`src/rtl/alu_seq_pkg.sv`:
```
// Shared types for the sequential ALU: opcodes, FSM states and the
// legacy 3-bit opcode subset inherited from the combinational ALU.
package alu_seq_pkg;

    // Legacy 3-bit opcodes; the 4-bit codes keep these in their low bits.
    localparam logic [2:0] LEG_ADD  = 3'b000;
    localparam logic [2:0] LEG_LSL  = 3'b001;
    localparam logic [2:0] LEG_MOVF = 3'b010;
    localparam logic [2:0] LEG_XOR  = 3'b011;
    localparam logic [2:0] LEG_MOVI = 3'b100;
    localparam logic [2:0] LEG_LSR  = 3'b101;
    localparam logic [2:0] LEG_SUB  = 3'b110;
    localparam logic [2:0] LEG_CMP  = 3'b111;

    typedef enum logic [3:0] {
        CMD_ADD  = {1'b0, LEG_ADD},
        CMD_LSL  = {1'b0, LEG_LSL},
        CMD_MOVF = {1'b0, LEG_MOVF},
        CMD_XOR  = {1'b0, LEG_XOR},
        CMD_MOVI = {1'b0, LEG_MOVI},
        CMD_LSR  = {1'b0, LEG_LSR},
        CMD_SUB  = {1'b0, LEG_SUB},
        CMD_CMP  = {1'b0, LEG_CMP},
        CMD_MUL  = 4'b1000,
        CMD_ILL  = 4'b1111      // any code above MUL is folded onto this
    } alu_cmd_t;

    typedef enum logic [1:0] {
        IDLE = 2'd0,
        BUSY = 2'd1,
        DONE = 2'd2
    } alu_state_t;

endpackage

```
`src/rtl/alu_seq_if.sv`:
```
// Request/response bundle between the register-read stage (master) and
// the sequential ALU (slave).
//
// Handshake: a request transfers on a rising clk edge where in_valid and
// in_ready are both high; a response transfers on an edge where out_valid
// and out_ready are both high. Once raised, out_valid stays high and
// rslt/flag/zero stay stable until the response transfers.
interface alu_seq_if #(
    parameter int W     = 8,
    parameter int CMD_W = 4
);
    logic             in_valid;
    logic             in_ready;
    logic [CMD_W-1:0] alu_cmd;
    logic [W-1:0]     inA;
    logic [W-1:0]     inB;
    logic             out_valid;
    logic             out_ready;
    logic [W-1:0]     rslt;
    logic             flag;
    logic             zero;

    modport master (
        output in_valid, alu_cmd, inA, inB, out_ready,
        input  in_ready, out_valid, rslt, flag, zero
    );

    modport slave (
        input  in_valid, alu_cmd, inA, inB, out_ready,
        output in_ready, out_valid, rslt, flag, zero
    );
endinterface

```
`src/rtl/alu_seq_comb.sv`:
```
// Single-cycle ALU operations. For lsl/lsr this yields the zero-shift
// result (A, flag 0); multi-step shifts and mul are handled by the top.
module alu_seq_comb
    import alu_seq_pkg::*;
#(
    parameter int W = 8
) (
    input  alu_cmd_t     cmd_i,
    input  logic [W-1:0] a_i,
    input  logic [W-1:0] b_i,
    output logic [W-1:0] rslt_o,
    output logic         flag_o
);
    logic [W:0] sum;

    // Decode the opcode into a result and its flag.
    always_comb begin
        sum    = {1'b0, a_i} + {1'b0, b_i};
        rslt_o = '0;
        flag_o = 1'b0;
        case (cmd_i)
            CMD_ADD:  begin rslt_o = sum[W-1:0]; flag_o = sum[W];    end
            CMD_LSL,
            CMD_LSR,
            CMD_MOVF: rslt_o = a_i;
            CMD_XOR:  rslt_o = a_i ^ b_i;
            CMD_MOVI: rslt_o = b_i;
            CMD_SUB:  begin rslt_o = a_i - b_i;  flag_o = (b_i > a_i); end
            CMD_CMP:  flag_o = (a_i == b_i);
            default:  ;
        endcase
    end
endmodule

```
`src/rtl/alu_seq.sv`:
```
// Handshaked ALU with registered outputs. Single-cycle ops finish on the
// accept edge; shifts step one bit per cycle and mul runs W shift-add steps.
module alu_seq
    import alu_seq_pkg::*;
#(
    parameter int W     = 8,
    parameter int CMD_W = 4
) (
    input  logic       clk,
    input  logic       reset,
    alu_seq_if.slave   bus,
    output alu_state_t state_o
);
    localparam int             CW    = $clog2(W + 1);
    localparam logic [CW-1:0]  N_MAX = CW'(W);
    localparam logic [W-1:0]   W_B   = W'(W);

    alu_state_t     state_q, state_d;
    alu_cmd_t       op_q, op_d;
    logic [CW-1:0]  cnt_q, cnt_d, n_q, n_d;
    logic [2*W-1:0] a_q, a_d, acc_q, acc_d;
    logic [W-1:0]   b_q, b_d;
    logic           sflag_q, sflag_d;
    logic [W-1:0]   rslt_q, rslt_d;
    logic           flag_q, flag_d, zero_q, zero_d;

    alu_cmd_t       dec_cmd;
    logic [W-1:0]   comb_rslt;
    logic           comb_flag;
    logic           accept;
    logic           iter;
    logic [CW-1:0]  n_req;
    logic [2*W-1:0] step_a, step_acc;
    logic [W-1:0]   step_b, fin_rslt;
    logic           step_flag, fin_flag;

    assign dec_cmd = (bus.alu_cmd <= CMD_W'(CMD_MUL)) ? alu_cmd_t'(bus.alu_cmd[3:0]) : CMD_ILL;
    assign accept  = bus.in_valid && bus.in_ready;

    alu_seq_comb #(.W(W)) u_comb (
        .cmd_i  (dec_cmd),
        .a_i    (bus.inA),
        .b_i    (bus.inB),
        .rslt_o (comb_rslt),
        .flag_o (comb_flag)
    );

    // Step count for the requested op; shift amounts of W or more clamp to W.
    always_comb begin
        n_req = '0;
        iter  = 1'b0;
        if (dec_cmd == CMD_MUL) begin
            n_req = N_MAX;
            iter  = 1'b1;
        end else if (dec_cmd == CMD_LSL || dec_cmd == CMD_LSR) begin
            n_req = (bus.inB >= W_B) ? N_MAX : bus.inB[CW-1:0];
            iter  = (n_req != '0);
        end
    end

    // One iteration of the working registers, plus the result it would give.
    always_comb begin
        step_a    = a_q;
        step_b    = b_q;
        step_acc  = acc_q;
        step_flag = sflag_q;
        case (op_q)
            CMD_LSL: begin
                step_a    = {{W{1'b0}}, a_q[W-2:0], 1'b0};
                step_flag = a_q[W-1];
            end
            CMD_LSR: begin
                step_a    = {{W{1'b0}}, 1'b0, a_q[W-1:1]};
                step_flag = a_q[0];
            end
            CMD_MUL: begin
                step_acc = acc_q + (b_q[0] ? a_q : '0);
                step_a   = a_q << 1;
                step_b   = b_q >> 1;
            end
            default: ;
        endcase
        if (op_q == CMD_MUL) begin
            fin_rslt = step_acc[W-1:0];
            fin_flag = |step_acc[2*W-1:W];
        end else begin
            fin_rslt = step_a[W-1:0];
            fin_flag = step_flag;
        end
    end

    // FSM next-state and working/output register updates.
    always_comb begin
        state_d = state_q;
        op_d    = op_q;
        cnt_d   = cnt_q;
        n_d     = n_q;
        a_d     = a_q;
        b_d     = b_q;
        acc_d   = acc_q;
        sflag_d = sflag_q;
        rslt_d  = rslt_q;
        flag_d  = flag_q;
        zero_d  = zero_q;
        case (state_q)
            IDLE: begin
                if (accept) begin
                    op_d    = dec_cmd;
                    cnt_d   = '0;
                    n_d     = n_req;
                    a_d     = {{W{1'b0}}, bus.inA};
                    b_d     = bus.inB;
                    acc_d   = '0;
                    sflag_d = 1'b0;
                    if (iter) begin
                        state_d = BUSY;
                    end else begin
                        state_d = DONE;
                        rslt_d  = comb_rslt;
                        flag_d  = comb_flag;
                        zero_d  = (comb_rslt == '0);
                    end
                end
            end
            BUSY: begin
                cnt_d   = cnt_q + CW'(1);
                a_d     = step_a;
                b_d     = step_b;
                acc_d   = step_acc;
                sflag_d = step_flag;
                if (cnt_d == n_q) begin
                    state_d = DONE;
                    rslt_d  = fin_rslt;
                    flag_d  = fin_flag;
                    zero_d  = (fin_rslt == '0);
                end
            end
            DONE: begin
                if (bus.out_ready) state_d = IDLE;
            end
            default: state_d = IDLE;
        endcase
    end

    // State, working and output registers; reset aborts any op in flight.
    always_ff @(posedge clk or posedge reset) begin
        if (reset) begin
            state_q <= IDLE;
            op_q    <= CMD_ADD;
            cnt_q   <= '0;
            n_q     <= '0;
            a_q     <= '0;
            b_q     <= '0;
            acc_q   <= '0;
            sflag_q <= 1'b0;
            rslt_q  <= '0;
            flag_q  <= 1'b0;
            zero_q  <= 1'b0;
        end else begin
            state_q <= state_d;
            op_q    <= op_d;
            cnt_q   <= cnt_d;
            n_q     <= n_d;
            a_q     <= a_d;
            b_q     <= b_d;
            acc_q   <= acc_d;
            sflag_q <= sflag_d;
            rslt_q  <= rslt_d;
            flag_q  <= flag_d;
            zero_q  <= zero_d;
        end
    end

    assign bus.in_ready  = (state_q == IDLE) && !reset;
    assign bus.out_valid = (state_q == DONE);
    assign bus.rslt      = rslt_q;
    assign bus.flag      = flag_q;
    assign bus.zero      = zero_q;
    assign state_o       = state_q;
endmodule

```
`src/flat_wrapper.sv`:
```
// flat-port wrapper written by rule: the top's interface ports become plain ports
module alu_seq_flat import alu_seq_pkg::*;
#(
    parameter int W     = 8,
    parameter int CMD_W = 4
)
  (clk, reset, state_o, bus_in_valid, bus_alu_cmd, bus_inA, bus_inB, bus_out_ready, bus_in_ready, bus_out_valid, bus_rslt, bus_flag, bus_zero);
  alu_seq_if #(.W(W), .CMD_W(CMD_W)) bus_i ();
  input  logic clk;
  input  logic reset;
  output alu_state_t state_o;
  input wire logic [$bits(bus_i.in_valid)-1:0] bus_in_valid;
  input wire logic [$bits(bus_i.alu_cmd)-1:0] bus_alu_cmd;
  input wire logic [$bits(bus_i.inA)-1:0] bus_inA;
  input wire logic [$bits(bus_i.inB)-1:0] bus_inB;
  input wire logic [$bits(bus_i.out_ready)-1:0] bus_out_ready;
  output wire logic [$bits(bus_i.in_ready)-1:0] bus_in_ready;
  output wire logic [$bits(bus_i.out_valid)-1:0] bus_out_valid;
  output wire logic [$bits(bus_i.rslt)-1:0] bus_rslt;
  output wire logic [$bits(bus_i.flag)-1:0] bus_flag;
  output wire logic [$bits(bus_i.zero)-1:0] bus_zero;
  assign bus_i.in_valid = bus_in_valid;
  assign bus_i.alu_cmd = bus_alu_cmd;
  assign bus_i.inA = bus_inA;
  assign bus_i.inB = bus_inB;
  assign bus_i.out_ready = bus_out_ready;
  assign bus_in_ready = bus_i.in_ready;
  assign bus_out_valid = bus_i.out_valid;
  assign bus_rslt = bus_i.rslt;
  assign bus_flag = bus_i.flag;
  assign bus_zero = bus_i.zero;
  alu_seq #(.W(W), .CMD_W(CMD_W)) u_core (.clk(clk), .reset(reset), .bus(bus_i), .state_o(state_o));
endmodule
```
`config.mk`:
```
export PLATFORM = sky130hd
export DESIGN_NAME = alu_seq_flat
export DESIGN_NICKNAME = d
export VERILOG_FILES = /design/src/rtl/alu_seq_pkg.sv /design/src/rtl/alu_seq_if.sv /design/src/rtl/alu_seq_comb.sv /design/src/rtl/alu_seq.sv /design/src/flat_wrapper.sv
export SDC_FILE = /design/constraint.sdc
export NUM_CORES = 1
export LEC_CHECK = 0
export CAP_MARGIN = 20
export CORE_ASPECT_RATIO = 1.5
export CORE_MARGIN = 2
export CORE_UTILIZATION = 42
export DETAILED_ROUTE_END_ITERATION = 6
export PLACE_DENSITY = 0.68
export SLEW_MARGIN = 20
export SYNTH_ARGS = -nofsm -noshare
export SYNTH_HDL_FRONTEND = slang
export SYNTH_SLANG_ARGS = --single-unit
```
`constraint.sdc`:
```
create_clock -name clk -period 6.75 [get_ports clk]
set_input_delay 1.35 -clock clk [delete_from_list [all_inputs] [get_ports clk]]
set_output_delay 1.35 -clock clk [all_outputs]
set_load 0.1 [all_outputs]
```
==> metrics.md <==
| Metric | Value |
|---|---|
| Status | `complete, no violations` |
| Synth Area in Simple Gates | `18.6%` |
| Initial Utilization | `between 40% and 50%` |
| Synthesis-stage register bit count | `65` |
| Syn nets | `631` |
| Data arrival, critical path | `3200 ps` |
| Io pins | `38` |
| Async set or reset register ratio after synthesis | `100%` |
| Clk slew on worst S/H paths | `50 ps` |
| Wl on met1 | `between 5000 and 6000 um` |
| Router iterations before antenna repair | `6` |
| Mapped Cells | `572` |
| Pins over their slew limit | `0` |
| WL/cell | `around 19 um` |
| Pre-CTS WS | `2190 ps` |
| CTS root buf | `clkbuf_16` |
| Top Layer Used | `met4` |
| Relative slew slack | `34.5%` |
| Final setup TNS | `0 ps` |
| Unrepaired setup endpoints after global routing | `no` |
| N_diodes | `0` |
| Crit Path Class | `in2out` |
| Final antenna-violating net count | `0` |
| Final Hold Viols | `0` |
| Tcrit/Tclk final | `approximately 67%` |
| Total setup buffers inserted after CTS | `0` |
| Power per cell area | `342 mW/mm2` |
| Count of different cell masters after synthesis | `70` |
| Die W | `92.7 um` |
| Via count | `around 4600` |
| Share of layout cells above drive strength 1 | `5.87%` |
| Die area | `0.0127 mm2` |
| Adder-Cell Fraction of Synth Area | `9.29%` |
| Xor/xnor cell area share of the yosys netlist | `3.53%` |
| Mean post-synth cell area | `8.66 um2` |
| Routed Wire Length | `14200 um` |
| First-pass GRT wire length | `23100 um` |
| TritonCTS clock tree | `built` |
| # hold bufs at CTS | `0` |
| Final instance area | `0.00574 mm2` |
| Post-route minimum period | `4550 ps` |
| Max VDD drop | `282 uV` |
| Largest net degree at the start of global routing | `66` |
| Num CTS Buffers | `9` |
| IO Port Bufs | `37` |
| Worst-skew pair later-pin latency | `about 330 ps` |
| Part of the Yosys area used for sequential elements | `32.8%` |
| Routability cong. | `0.940` |
| Synthesized area | `about 0.0050 mm2` |
| Setup Skew | `5.33 ps` |
| Power Total | `between 1500 and 2000 uW` |
| Multi-input gate area | `0.00311 mm2` |
| Largest family of logic cells by synthesized area | `compound AO/OA/AOI/OAI gates` |
| Post-DP Area | `roughly 0.0054 mm2` |
| Met3 routed WL | `~500 um` |
| DRC viols | `0` |
| GR Util All Layers | `23.4%` |
| Setup violators final | `0` |
| Post_cts resized | `0` |
| Highest-count cells in the layout ignoring fill and taps | `65 x dfrtp_1, 53 x nand2_1, 37 x clkdlybuf4s50_1` |
| Hold WC Path Type | `reg2reg` |
| P&R area growth vs syn | `15.7%` |
| Register area | `0.00163 mm2` |
| Core box area | `0.0115 mm2` |
| Max clock buf depth | `2` |
| Post-synth top flop | `dfrtp_1` |
| Mux share of post-synthesis cell area | `under 10%` |
| Startpoint Class | `input port` |
| Finished Core Util | `49.7%` |
| Fillers | `1157` |
| H-tree Lvls | `3` |
| GRT Residual Overflow | `0` |
| CP Capture Type | `primary output` |
| Commonest non-fill, non-tap cell in the layout | `dfrtp_1` |
| Post-synth EDFFs | `0` |
| Layout Nets | `650` |
| Worst path required time | `5400 ps` |
| Height of the die | `between 100 and 150 um` |
| DRT iter0 DRCs | `406` |
| Core Rows | `48` |
| Initial antenna violation count | `0` |
| Max-cap viol count | `0` |
| CTS Sinks | `65` |
| Worst Slack Setup Final | `2200 ps` |
| Post-DP HPWL | `10800 um` |
| Met2 WL | `about 7600 um` |
| Pin slew with the least headroom to its limit | `979 ps` |
| Synth Area in Compound Gates | `a little under a third` |
| LEAKAGE | `0.00251 uW` |
| Warnings, synthesis | `0` |
| DR vias/cell | `6.16` |
| Fmax | `220 MHz` |
| CP Max Fanout | `3` |
| Vias in the first global route | `~4600` |
worst max-delay path, stage by stage:
cell,delay (ps)
clkdlybuf4s50_1,440
nor3_1,230
clkdlybuf4s50_1,1190
power by group:
part	switching [uW]	internal, uW
Clock	171	321
Sequential	118	486
Combinational	595	270
Total	883	1080
cell usage after synthesis (5+ instances only):
cell	count	area share, %
a21o_1	14	2.1
o21ai_0	29	2.9
and2_1	18	2.3
o21ai_1	20	2.0
nor4_1	7	0.88
a211oi_1	7	1.1
o211ai_1	12	1.8
nor3_1	16	1.6
dfrtp_1	65	33
nand2_1	53	4.0
nor2b_1	6	0.76
a21oi_1	36	3.6
xnor2_1	15	2.7
clkbuf_1	25	1.9
a22o_1	29	5.1
nand3_1	13	1.3
inv_1	21	1.6
a221o_1	5	1.0
a22oi_1	12	1.8
buf_2	7	0.71
a222oi_1	6	1.2
ha_1	32	8.1
nor2_1	32	2.4
a31oi_1	7	0.88
xor2_1	5	0.88
cell type report:
type                    instances  area share [%]
flip-flops and latches         65            28.4
repair buffers                 43            7.24
well taps                     150            3.27
clock inverters                 6            1.44
clock buffers                  10            3.99
inverters                      23            1.51
multi-input cells             449            54.2
state kept, by name (all words and copies together) (netlist names):
signal           count
u_core.a_q          16
u_core.acc_q        16
u_core.b_q           8
u_core.bus.rslt      8
u_core.cnt_q         4
u_core.n_q           4
u_core.op_q          4
u_core.state_o       2
u_core.bus.flag      1
u_core.bus.zero      1
u_core.sflag_q       1
stage by stage:
| stage | std cells | hold WS (ps) |
|---|---|---|
| 2_1_floorplan | 572 | 455 |
| 3_3_place_gp | 730 | 466 |
| 3_5_place_dp | 730 | 481 |
| 4_1_cts | 746 | 494 |
| 5_1_grt | 746 | 518 |
| 6_report | 746 | 490 |
cell families after synthesis:
group / Yosys count
AO/OA/AOI/OAI: 213
XOR/XNOR: 20
adder cells (fa/ha/maj): 35
buffers and inverters: 58
flip-flops: 65
multiplexers: 5
AND/OR/NAND/NOR: 176
layer usage:
metal  vias to the layer above  GRT usage (%)
met1                      2218           26.0
met5                         -              0
li1                       2187              -
met4                         0           12.7
met3                        42           2.92
met2                       149           43.0
final timing paths:
path | start | to | slack [ps] | cells after the start
max in group asynchronous | reset | u_core.acc_q[3] | 4590 | 3
worst min register to register | u_core.b_q[1] | u_core.b_q[1] | 490 | 2
worst max register to register | u_core.b_q[0] | u_core.bus.flag | 3440 | 11
worst max-delay path | reset | bus_in_ready | 2200 | 3
min in group asynchronous | reset | u_core.bus.rslt[0] | 1630 | 3
worst min-delay path | u_core.b_q[1] | u_core.b_q[1] | 490 | 2
No activity file was read; power rests on OpenSTA's default activity.
